[config.mk]
export PLATFORM = sky130hd
export DESIGN_NAME = mc_ctrl
export DESIGN_NICKNAME = d
export VERILOG_FILES = /design/src/rtl/mc_ctrl.sv
export SDC_FILE = /design/constraint.sdc
export NUM_CORES = 1
export LEC_CHECK = 0
export CAP_MARGIN = 40
export CORE_MARGIN = 8
export CORE_UTILIZATION = 34
export DETAILED_ROUTE_END_ITERATION = 10
export PLACE_DENSITY_LB_ADDON = 0.1
export SYNTH_ARGS = -nofsm -noshare
export SYNTH_HDL_FRONTEND = slang
export SYNTH_SLANG_ARGS = --single-unit
[constraint.sdc]
create_clock -name clk -period 2 [get_ports clk]
set_clock_uncertainty 0.05 [all_clocks]
set_input_delay 0.4 -clock clk [delete_from_list [all_inputs] [get_ports clk]]
set_output_delay 0.4 -clock clk [all_outputs]
set_load 0.005 [all_outputs]
[src/rtl/mc_ctrl.sv]
// mc_ctrl: multi-cycle MIPS-subset control unit.
//   Five-state FSM (FETCH, DCD, EXE, MEM, WB) decoding op/funct into datapath
//   enables and selects. All outputs are combinational in state, op, funct,
//   zero (and mem_rdy when enabled).
// Optional feature macro: CTRL_MEM_WAIT_EN adds input mem_rdy; FETCH and MEM
//   then stall until memory is ready.
// Ports:
//   clk, rst (async, active-low)          clock and reset
//   op, funct, zero                       IR fields and ALU zero flag
//   PCWr, NPCOp, IRWr, RFWr, DMWr         write enables / next-PC select
//   GPRSel, WDSel, EXTOp, ALUOp, BSel     datapath selects
//   illegal                               undecoded instruction pulse in DCD
//   state                                 current FSM state (debug)
module mc_ctrl (
  input  logic       clk,
  input  logic       rst,
  input  logic [5:0] op,
  input  logic [5:0] funct,
  input  logic       zero,
`ifdef CTRL_MEM_WAIT_EN
  input  logic       mem_rdy,
`endif
  output logic       PCWr,
  output logic [1:0] NPCOp,
  output logic       IRWr,
  output logic       RFWr,
  output logic       DMWr,
  output logic [1:0] GPRSel,
  output logic [1:0] WDSel,
  output logic       EXTOp,
  output logic [2:0] ALUOp,
  output logic       BSel,
  output logic       illegal,
  output logic [2:0] state
);

  localparam int unsigned OPW = 6;
  localparam int unsigned SW_ = 3;

  localparam logic [OPW-1:0] OP_RTYPE = 6'b000000;
  localparam logic [OPW-1:0] OP_ORI   = 6'b001101;
  localparam logic [OPW-1:0] OP_LUI   = 6'b001111;
  localparam logic [OPW-1:0] OP_LW    = 6'b100011;
  localparam logic [OPW-1:0] OP_SW    = 6'b101011;
  localparam logic [OPW-1:0] OP_BEQ   = 6'b000100;
  localparam logic [OPW-1:0] OP_J     = 6'b000010;
  localparam logic [OPW-1:0] OP_JAL   = 6'b000011;
  localparam logic [OPW-1:0] FN_ADDU  = 6'b100001;
  localparam logic [OPW-1:0] FN_SUBU  = 6'b100011;
  localparam logic [OPW-1:0] FN_JR    = 6'b001000;

  typedef enum logic [SW_-1:0] {
    S_FETCH = 3'b000,
    S_DCD   = 3'b001,
    S_EXE   = 3'b010,
    S_MEM   = 3'b011,
    S_WB    = 3'b100
  } state_t;

  state_t state_q, state_d;
  logic   rdy;

`ifdef CTRL_MEM_WAIT_EN
  assign rdy = mem_rdy;
`else
  assign rdy = 1'b1;
`endif

  // Instruction decode
  logic is_addu, is_subu, is_rtype, is_jr, is_ori, is_lui;
  logic is_lw, is_sw, is_beq, is_j, is_jal, is_legal;

  always_comb begin
    is_addu  = (op == OP_RTYPE) && (funct == FN_ADDU);
    is_subu  = (op == OP_RTYPE) && (funct == FN_SUBU);
    is_rtype = is_addu || is_subu;
    is_jr    = (op == OP_RTYPE) && (funct == FN_JR);
    is_ori   = (op == OP_ORI);
    is_lui   = (op == OP_LUI);
    is_lw    = (op == OP_LW);
    is_sw    = (op == OP_SW);
    is_beq   = (op == OP_BEQ);
    is_j     = (op == OP_J);
    is_jal   = (op == OP_JAL);
    is_legal = is_rtype || is_jr || is_ori || is_lui || is_lw || is_sw ||
               is_beq || is_j || is_jal;
  end

  // State register
  always_ff @(posedge clk or negedge rst) begin
    if (!rst) state_q <= S_FETCH;
    else      state_q <= state_d;
  end

  assign state = state_q;

  // Next-state and output decode
  always_comb begin
    state_d = S_FETCH;
    PCWr    = 1'b0;
    NPCOp   = 2'b00;
    IRWr    = 1'b0;
    RFWr    = 1'b0;
    DMWr    = 1'b0;
    GPRSel  = 2'b00;
    WDSel   = 2'b00;
    EXTOp   = 1'b0;
    ALUOp   = 3'b000;
    BSel    = 1'b0;
    illegal = 1'b0;

    unique case (state_q)
      S_FETCH: begin
        IRWr    = rdy;
        PCWr    = rdy;
        NPCOp   = 2'b00;
        state_d = rdy ? S_DCD : S_FETCH;
      end
      S_DCD: begin
        if (is_j) begin
          PCWr  = 1'b1;
          NPCOp = 2'b10;
        end else if (is_jal) begin
          // Link write and jump share the same edge; WDSel=PC gives PC+4.
          PCWr   = 1'b1;
          NPCOp  = 2'b10;
          RFWr   = 1'b1;
          GPRSel = 2'b10;
          WDSel  = 2'b10;
        end else if (is_jr) begin
          PCWr  = 1'b1;
          NPCOp = 2'b11;
        end else if (is_legal) begin
          state_d = S_EXE;
        end else begin
          illegal = 1'b1;
        end
      end
      S_EXE: begin
        if (is_subu || is_beq) ALUOp = 3'b001;
        else if (is_ori)       ALUOp = 3'b010;
        else if (is_lui)       ALUOp = 3'b011;
        else                   ALUOp = 3'b000;
        BSel  = is_ori || is_lui || is_lw || is_sw;
        EXTOp = is_lw || is_sw || is_beq;
        if (is_beq) begin
          PCWr  = zero;
          NPCOp = 2'b01;
        end else if (is_lw || is_sw) begin
          state_d = S_MEM;
        end else begin
          state_d = S_WB;
        end
      end
      S_MEM: begin
        if (is_sw) begin
          DMWr    = rdy;
          state_d = rdy ? S_FETCH : S_MEM;
        end else if (is_lw) begin
          state_d = rdy ? S_WB : S_MEM;
        end
      end
      S_WB: begin
        RFWr   = 1'b1;
        GPRSel = is_rtype ? 2'b00 : 2'b01;
        WDSel  = is_lw ? 2'b01 : 2'b00;
      end
      default: state_d = S_FETCH;
    endcase

    // Reset masks every write enable even though FETCH decodes them active.
    if (!rst) begin
      PCWr    = 1'b0;
      IRWr    = 1'b0;
      RFWr    = 1'b0;
      DMWr    = 1'b0;
      illegal = 1'b0;
    end
  end

endmodule
==> flow_results.xml, run 1 <==
<?xml version="1.0" encoding="UTF-8"?>
<metrics>
  <group name="run_status">
    <metric name="run_status" unit="">finished with violations</metric>
    <metric name="failed_checks" unit="">negative setup slack</metric>
  </group>
  <group name="worst_setup_path">
    <metric name="critical_path.startpoint_type" unit="">primary input</metric>
    <metric name="cpMostUsedCell" unit="">sky130_fd_sc_hd__buf_4</metric>
    <metric name="worst-endpoint-arrival" unit="ps">1750</metric>
    <metric name="cp.buffers_inverters" unit="">4</metric>
    <metric name="critical_path_peak_fanout" unit="">2</metric>
    <metric name="critical_path_required" unit="ps">1550</metric>
    <metric name="timing.setup.critical_path_class" unit="">in2out</metric>
    <metric name="critical-path-top-delay-family" unit="">buffers and inverters</metric>
    <metric name="rr_worst_depth" unit="">7</metric>
    <metric name="critical-path-slowest-cell" unit="">sky130_fd_sc_hd__nor4b_4</metric>
    <metric name="critPathCaptureType" unit="">primary output</metric>
    <metric name="critical_path_cell_count" unit="">7</metric>
    <metric name="crit_chain" unit="">dlygate4sd2_1, nor4b_4, a21oi_2, buf_4, buf_4, o2111a_1, buf_2</metric>
    <metric name="timing.critical_path.slowest_cell_delay" unit="ps">330</metric>
  </group>
  <group name="die">
    <metric name="chipHeight" unit="um">54.2</metric>
    <metric name="fp.dieW" unit="um">54.2</metric>
    <metric name="floorplan.core_area" unit="sq um">1330</metric>
    <metric name="pin_count" unit="">34</metric>
    <metric name="floorplan.rows" unit="">13</metric>
    <metric name="start_util" unit="%">37.2</metric>
    <metric name="die_area" unit="sq um">2940</metric>
  </group>
  <group name="global_routing">
    <metric name="maximum_number_of_pins_on_one_net_before_global_route_repair" unit="">6</metric>
    <metric name="gr-total-overflow" unit="">0</metric>
    <metric name="grtUsageTotal" unit="%">20.9</metric>
    <metric name="vias_in_the_first_global_route" unit="">932</metric>
    <metric name="grt_pass1_wl" unit="um">4460</metric>
    <metric name="grt_antenna_before_repair" unit="">0</metric>
  </group>
  <group name="power">
    <metric name="vdd_drop_max" unit="mV">0.502</metric>
    <metric name="switching_power" unit="mW">0.264</metric>
    <metric name="share_clk_of_total_power" unit="%">18.5</metric>
    <metric name="seq_power_share" unit="%">13.9</metric>
    <metric name="combinationalPowerShare" unit="%">67.6</metric>
    <metric name="p_leak" unit="nW">0.600</metric>
    <metric name="internal_power" unit="mW">0.390</metric>
    <metric name="net_sw_share" unit="%">40.4</metric>
    <metric name="power_density" unit="nW/um^2">536</metric>
  </group>
  <group name="finish">
    <metric name="finalNonFillerCells" unit="">156</metric>
    <metric name="mostFrequentLayoutCells" unit="">sky130_fd_sc_hd__buf_4 (40), sky130_fd_sc_hd__buf_2 (13), sky130_fd_sc_hd__nand2_1 (10), sky130_fd_sc_hd__buf_6 (8), sky130_fd_sc_hd__clkbuf_2 (6)</metric>
    <metric name="fin_nets" unit="">157</metric>
    <metric name="largest_register_ff_count" unit="">3</metric>
    <metric name="areaGrowthSynthToFinish" unit="%">146</metric>
    <metric name="drive_gt1_share" unit="%">69.5</metric>
    <metric name="final_common_cell" unit="">sky130_fd_sc_hd__buf_4</metric>
    <metric name="antenna_cells_inserted" unit="">0</metric>
  </group>
  <group name="detailed_routing">
    <metric name="vias_per_cell" unit="">5.97</metric>
    <metric name="drc" unit="">0</metric>
    <metric name="first_iter_violations" unit="">48</metric>
    <metric name="drt_first_pass_iters" unit="">4</metric>
    <metric name="drt.antenna.violating_nets" unit="">0</metric>
    <metric name="wl_per_cell" unit="um">22.3</metric>
    <metric name="detailroute.via_count" unit="">931</metric>
    <metric name="totalWireLength" unit="um">3480</metric>
  </group>
  <group name="logic_synthesis">
    <metric name="synth_seq_cells" unit="">3</metric>
    <metric name="syn-cell-area" unit="sq um">497</metric>
    <metric name="synth_nets" unit="">78</metric>
    <metric name="seq_area_frac_synth" unit="%">15.1</metric>
    <metric name="synthesis.yosys.warnings" unit="">0</metric>
    <metric name="post_synth_inst_count" unit="">63</metric>
    <metric name="post_synth.cell_area_avg" unit="sq um">7.88</metric>
    <metric name="synth_cell_type_count" unit="">33</metric>
  </group>
  <group name="place">
    <metric name="placedCellCount" unit="">137</metric>
    <metric name="place.gp.congestion" unit="">0.846</metric>
    <metric name="dp_wirelength" unit="um">1720</metric>
    <metric name="numPortBuffers" unit="">32</metric>
  </group>
  <group name="clock_tree">
    <metric name="clock_sinks" unit="">3</metric>
    <metric name="clock_tree.htree_level_count" unit="">1</metric>
    <metric name="cts_made_buffers" unit="">3</metric>
    <metric name="clk_pin_slew_worst_paths" unit="ps">50</metric>
    <metric name="clock_insertion_delay_worst_skew" unit="ps">250</metric>
    <metric name="cts-root-buf" unit="">sky130_fd_sc_hd__clkbuf_4</metric>
    <metric name="cts.hold.buffers_added" unit="">0</metric>
    <metric name="ctsLongestPathBuffers" unit="">2</metric>
    <metric name="tritoncts" unit="">done</metric>
  </group>
  <group name="sta">
    <metric name="report.final.hold_viol_count" unit="">0</metric>
    <metric name="rsz_0062_raised_after_global_routing" unit="">yes</metric>
    <metric name="setup_slack" unit="ps">-203</metric>
    <metric name="final_period_minus_worst_setup_slack" unit="ps">2200</metric>
    <metric name="fin_tns_setup" unit="ps">-630</metric>
    <metric name="setup-violations-final" unit="">8</metric>
    <metric name="fmaxAchievable" unit="MHz">454</metric>
    <metric name="report.final.slew_viol_count" unit="">0</metric>
    <metric name="post-route-period-util" unit="%">110</metric>
  </group>
  <group name="job">
    <metric name="maxCapViolCount" unit="">0</metric>
  </group>
  <group name="hold_path">
    <metric name="timing.hold.worst.class" unit="">in2async</metric>
  </group>
</metrics>
==> metrics by stage <==
| stage | hold WS (ps) | power (mW) | cell area, sq um | worst slack [ps] | utilization [%] |
|---|---|---|---|---|---|
| floorplan | 54.4 | 0.196 | 497 | 278 | - |
| global placement | 443 | 0.405 | 1040 | -798 | 77.9 |
| detailed placement | 476 | 0.418 | 1040 | -871 | 77.9 |
| CTS | 269 | 0.576 | 1190 | -108 | 89.1 |
| global route | 318 | 0.672 | 1220 | -255 | 91.5 |
| finish | 310 | 0.654 | 1220 | -203 | 91.5 |
==> logic make-up (layout without fill, tap and decap cells) <==
kind of cell | Yosys count | count (layout) | share of synthesized area (%)
flip-flops | 3 | 3 | 15.1
buffers and inverters | 5 | 83 | 6.05
other | 1 | 1 | 0.755
AND/OR/NAND/NOR | 39 | 39 | 55.7
multiplexers | 1 | 1 | 2.27
AO/OA/AOI/OAI | 14 | 14 | 20.2
==> metal layers <==
metal	up-vias	wire length [um]	share of wire [%]	GRT usage (%)
li1	387	-	-	-
met1	412	1220	35	22.7
met2	95	1640	47	36.6
met3	37	389	11	5.69
met4	0	237	6.8	9.84
met5	-	0	0	0
==> cell type report <==
cell class                      count  area, sq um
Clock buffer                        4         26.3
Fill cell                          56          114
Inverter                            2         7.51
Multi-Input combinational cell     55          499
Sequential cell                     3         76.3
Tap cell                           15         18.8
Timing Repair Buffer               77          592
==> what timing repair did <==
action | 4_1_cts | 5_1_grt
pin swaps | 13 | 5
endpoints found under the setup margin | 15 | 11
resized for setup | 106 | 28
endpoints found under the hold margin | 0 | 0
setup buffers | 12 | 3
==> cell usage after synthesis <==
cell,n,area (sq um)
sky130_fd_sc_hd__or2_1,1,6.26
sky130_fd_sc_hd__and4bb_4,1,16.3
sky130_fd_sc_hd__nor4_4,1,21.3
sky130_fd_sc_hd__a311oi_2,1,15.0
sky130_fd_sc_hd__a31oi_1,1,6.26
sky130_fd_sc_hd__or3_1,1,6.26
sky130_fd_sc_hd__o21a_1,1,7.51
sky130_fd_sc_hd__a211oi_1,1,7.51
sky130_fd_sc_hd__and4_2,1,10.0
sky130_fd_sc_hd__mux2_2,1,11.3
sky130_fd_sc_hd__nand3_1,2,10.0
sky130_fd_sc_hd__a22o_1,1,8.76
sky130_fd_sc_hd__buf_4,3,22.5
sky130_fd_sc_hd__a21o_2,1,8.76
sky130_fd_sc_hd__dfrtp_1,3,75.1
sky130_fd_sc_hd__o21ai_0,3,15.0
sky130_fd_sc_hd__nor3b_2,2,25.0
sky130_fd_sc_hd__nor4_2,1,12.5
sky130_fd_sc_hd__nor4b_1,1,8.76
sky130_fd_sc_hd__nand3b_1,2,15.0
sky130_fd_sc_hd__and3_1,1,6.26
sky130_fd_sc_hd__a21oi_1,4,20.0
sky130_fd_sc_hd__nor3_1,3,15.0
sky130_fd_sc_hd__o2111a_1,1,11.3
sky130_fd_sc_hd__nand2_1,10,37.5
sky130_fd_sc_hd__nor2_1,5,18.8
sky130_fd_sc_hd__nand2b_1,3,18.8
sky130_fd_sc_hd__and3_4,1,11.3
sky130_fd_sc_hd__inv_1,2,7.51
sky130_fd_sc_hd__nor4b_4,1,23.8
sky130_fd_sc_hd__conb_1,1,3.75
sky130_fd_sc_hd__nor3b_1,1,7.51
sky130_fd_sc_hd__and2_1,1,6.26
==> path summary, 6_finish.rpt <==
| path | start | end | slack (ps) |
|---|---|---|---|
| setup / recovery | funct[3] | illegal | -200 |
| hold / removal | rst | state[0] | 310 |
| setup reg to reg | state[2] | state[1] | 530 |
| hold reg to reg | state[1] | state[0] | 550 |
| max in group asynchronous | rst | state[1] | 1470 |
| min in group clk | state[1] | state[0] | 550 |
==> power by group through the flow <==
stage	clock (mW)	combinational [mW]	sequential, mW
2_1_floorplan	0	0.113	0.0833
3_3_place_gp	0	0.322	0.0835
3_5_place_dp	0	0.334	0.0835
4_1_cts	0.115	0.375	0.0852
5_1_grt	0.125	0.457	0.0904
6_report	0.121	0.442	0.0911
(Power assumes the default switching activity.)
==> inputs of run 2 (changes only) <==
CORE_UTILIZATION = 37   (was 34)
SETUP_SLACK_MARGIN = 0.02   (was unset)
clock period = 2.65 ns   (was 2 ns; I/O delays follow)
==> run 2 against run 1 <==
Against the previous run:
- largest cell class unchanged
- non-clock buffer count decreased by 12
- clock power decreased by 28%
- combinational power decreased by 54%
- global-route usage decreased by 4.2 points
- via count decreased by 11%
- the flow still finishes with violations (negative setup slack)
- worst setup slack improved by 140 ps
- wire length decreased by 26%
==> flow_results.xml, run 2 (synthesized netlist as in run 1, its figures left out) <==
<?xml version="1.0" encoding="UTF-8"?>
<metrics>
  <group name="sta">
    <metric name="setup_slack" unit="ps">-64.3</metric>
    <metric name="tightest_slew" unit="ps">518</metric>
    <metric name="report.final.slew_viol_count" unit="">0</metric>
    <metric name="rsz_0062_raised_after_global_routing" unit="">yes</metric>
    <metric name="worst_hold_slack" unit="ps">508</metric>
    <metric name="fmaxAchievable" unit="MHz">368</metric>
    <metric name="timing.slew.headroom" unit="%">65.4</metric>
    <metric name="setup-violations-final" unit="">1</metric>
    <metric name="final_period_minus_worst_setup_slack" unit="ps">2710</metric>
    <metric name="report.final.hold_viol_count" unit="">0</metric>
    <metric name="post-route-period-util" unit="%">102</metric>
  </group>
  <group name="clock_tree">
    <metric name="clock_sinks" unit="">3</metric>
    <metric name="clock_insertion_delay_worst_skew" unit="ps">250</metric>
    <metric name="cts-root-buf" unit="">sky130_fd_sc_hd__clkbuf_4</metric>
    <metric name="tritoncts" unit="">done</metric>
    <metric name="cts_made_buffers" unit="">3</metric>
    <metric name="clock_tree.htree_level_count" unit="">1</metric>
    <metric name="ctsLongestPathBuffers" unit="">2</metric>
    <metric name="clk_pin_slew_worst_paths" unit="ps">40</metric>
  </group>
  <group name="power">
    <metric name="internal_power" unit="mW">0.220</metric>
    <metric name="vdd_drop_max" unit="mV">0.137</metric>
    <metric name="p_leak" unit="nW">0.553</metric>
    <metric name="share_clk_of_total_power" unit="%">24.0</metric>
    <metric name="combinationalPowerShare" unit="%">56.4</metric>
    <metric name="seq_power_share" unit="%">19.5</metric>
    <metric name="net_sw_share" unit="%">39.3</metric>
    <metric name="power_density" unit="nW/um^2">326</metric>
    <metric name="design_power_total" unit="mW">0.363</metric>
    <metric name="switching_power" unit="mW">0.142</metric>
  </group>
  <group name="global_routing">
    <metric name="gr-total-overflow" unit="">0</metric>
    <metric name="grtUsageTotal" unit="%">16.7</metric>
    <metric name="vias_in_the_first_global_route" unit="">838</metric>
    <metric name="maximum_number_of_pins_on_one_net_before_global_route_repair" unit="">8</metric>
    <metric name="grt_antenna_before_repair" unit="">0</metric>
    <metric name="grt_pass1_wl" unit="um">3600</metric>
  </group>
  <group name="place">
    <metric name="placedCellCount" unit="">129</metric>
    <metric name="numPortBuffers" unit="">32</metric>
    <metric name="postPlaceCellArea" unit="sq um">978</metric>
    <metric name="dp_wirelength" unit="um">1560</metric>
    <metric name="place.gp.congestion" unit="">0.791</metric>
  </group>
  <group name="hold_path">
    <metric name="timing.hold.worst.class" unit="">reg2reg</metric>
  </group>
  <group name="finish">
    <metric name="drive_gt1_share" unit="%">44.2</metric>
    <metric name="largest_register_ff_count" unit="">3</metric>
    <metric name="fin_nets" unit="">145</metric>
    <metric name="antenna_cells_inserted" unit="">0</metric>
    <metric name="areaGrowthSynthToFinish" unit="%">124</metric>
    <metric name="finalNonFillerCells" unit="">144</metric>
    <metric name="non_filler_cell_area_final" unit="sq um">1110</metric>
    <metric name="final_common_cell" unit="">sky130_fd_sc_hd__buf_4</metric>
    <metric name="mostFrequentLayoutCells" unit="">sky130_fd_sc_hd__buf_4 (33), sky130_fd_sc_hd__clkdlybuf4s50_1 (12), sky130_fd_sc_hd__nand2_1 (10), sky130_fd_sc_hd__dlygate4sd2_1 (9), sky130_fd_sc_hd__nor2_1 (4)</metric>
  </group>
  <group name="die">
    <metric name="fp.dieW" unit="um">52.6</metric>
    <metric name="chipHeight" unit="um">52.6</metric>
    <metric name="start_util" unit="%">38.7</metric>
    <metric name="floorplan.rows" unit="">13</metric>
    <metric name="floorplan.core_area" unit="sq um">1280</metric>
    <metric name="die_area" unit="sq um">2770</metric>
    <metric name="pin_count" unit="">34</metric>
  </group>
  <group name="detailed_routing">
    <metric name="totalWireLength" unit="um">2590</metric>
    <metric name="vias_per_cell" unit="">5.75</metric>
    <metric name="wl_per_cell" unit="um">18.0</metric>
    <metric name="drc" unit="">0</metric>
    <metric name="drt_first_pass_iters" unit="">4</metric>
    <metric name="drt.antenna.violating_nets" unit="">0</metric>
    <metric name="first_iter_violations" unit="">38</metric>
    <metric name="detailroute.via_count" unit="">828</metric>
  </group>
  <group name="worst_setup_path">
    <metric name="crit_chain" unit="">dlygate4sd2_1, nor3b_4, nor4b_4, buf_4, buf_4, a31oi_1, a21oi_1, clkdlybuf4s15_1</metric>
    <metric name="critical-path-top-delay-family" unit="">buffers and inverters</metric>
    <metric name="critical-path-slowest-cell" unit="">sky130_fd_sc_hd__nor4b_4</metric>
    <metric name="cpMostUsedCell" unit="">sky130_fd_sc_hd__buf_4</metric>
    <metric name="worst-endpoint-arrival" unit="ps">2130</metric>
    <metric name="timing.setup.critical_path_class" unit="">in2out</metric>
    <metric name="critical_path.startpoint_type" unit="">primary input</metric>
    <metric name="critical_path_peak_fanout" unit="">3</metric>
    <metric name="cp.buffers_inverters" unit="">4</metric>
    <metric name="critPathCaptureType" unit="">primary output</metric>
    <metric name="timing.critical_path.slowest_cell_delay" unit="ps">290</metric>
    <metric name="critical_path_required" unit="ps">2070</metric>
  </group>
  <group name="run_status">
    <metric name="run_status" unit="">finished with violations</metric>
    <metric name="failed_checks" unit="">negative setup slack</metric>
  </group>
  <group name="job">
    <metric name="maxCapViolCount" unit="">0</metric>
  </group>
</metrics>
## run 2: cell count changes in the layout (fill, tap and decap cells not counted), moves of 2 or more
cell                              change
sky130_fd_sc_hd__buf_2               -10
sky130_fd_sc_hd__buf_6                -8
sky130_fd_sc_hd__clkdlybuf4s50_1      +8
sky130_fd_sc_hd__buf_4                -7
sky130_fd_sc_hd__dlygate4sd2_1        +6
sky130_fd_sc_hd__clkbuf_2             -3
sky130_fd_sc_hd__dlymetal6s2s_1       +3
sky130_fd_sc_hd__buf_8                -2
## run 2: per-layer routing
| metal | vias to the layer above | wire, um | global-route usage [%] | share of wire (%) |
|---|---|---|---|---|
| li1 | 366 | - | - | - |
| met1 | 387 | 969 | 16.2 | 37 |
| met2 | 60 | 1290 | 29.4 | 50 |
| met3 | 15 | 203 | 3.69 | 7.8 |
| met4 | 0 | 121 | 13.4 | 4.7 |
| met5 | - | 0 | 0 | 0 |
## run 2: metrics by stage
step | setup WS (ps) | TNS [ps] | utilization, %
6_report | -64.3 | -64.3 | 86.5
5_1_grt | -131 | -318 | 86.5
4_1_cts | 25.6 | 0 | 84.5
3_5_place_dp | -451 | -3670 | 76.1
3_3_place_gp | -429 | -3410 | 76.1
2_1_floorplan | 668 | 0 | -
## run 2: layout make-up
type	count	area (sq um)
clock buffer	4	26.3
fill	71	174
inverter	2	7.51
multi-input combinational	55	449
sequential	3	75.1
tap	15	18.8
timing repair buffer	65	534
## run 2: final timing paths
path | startpoint | to | slack, ps | cells after the start
hold reg to reg | state[0] | state[0] | 510 | 1
min in group asynchronous | rst | state[1] | 660 | 2
setup / recovery | op[2] | PCWr | -60 | 8
hold / removal | state[0] | state[0] | 510 | 1
setup reg to reg | state[2] | state[1] | 1180 | 6
max in group asynchronous | rst | state[2] | 1800 | 2
## run 2: power by group through the flow
stage	logic (mW)	clock network [mW]	registers, mW
floorplan	0.0853	0	0.0629
global placement	0.187	0	0.0702
detailed placement	0.190	0	0.0702
CTS	0.191	0.0869	0.0698
global route	0.219	0.0931	0.0707
finish	0.205	0.0872	0.0708
## run 2: timing repair
action                                 4_1_cts  5_1_grt
gates resized for setup                     32       15
cloned                                       0        0
pin swaps                                    8        5
setup endpoints to repair                   14       12
hold buffers                                 0        0
buffers inserted                             8        3
endpoints found under the hold margin        0        0
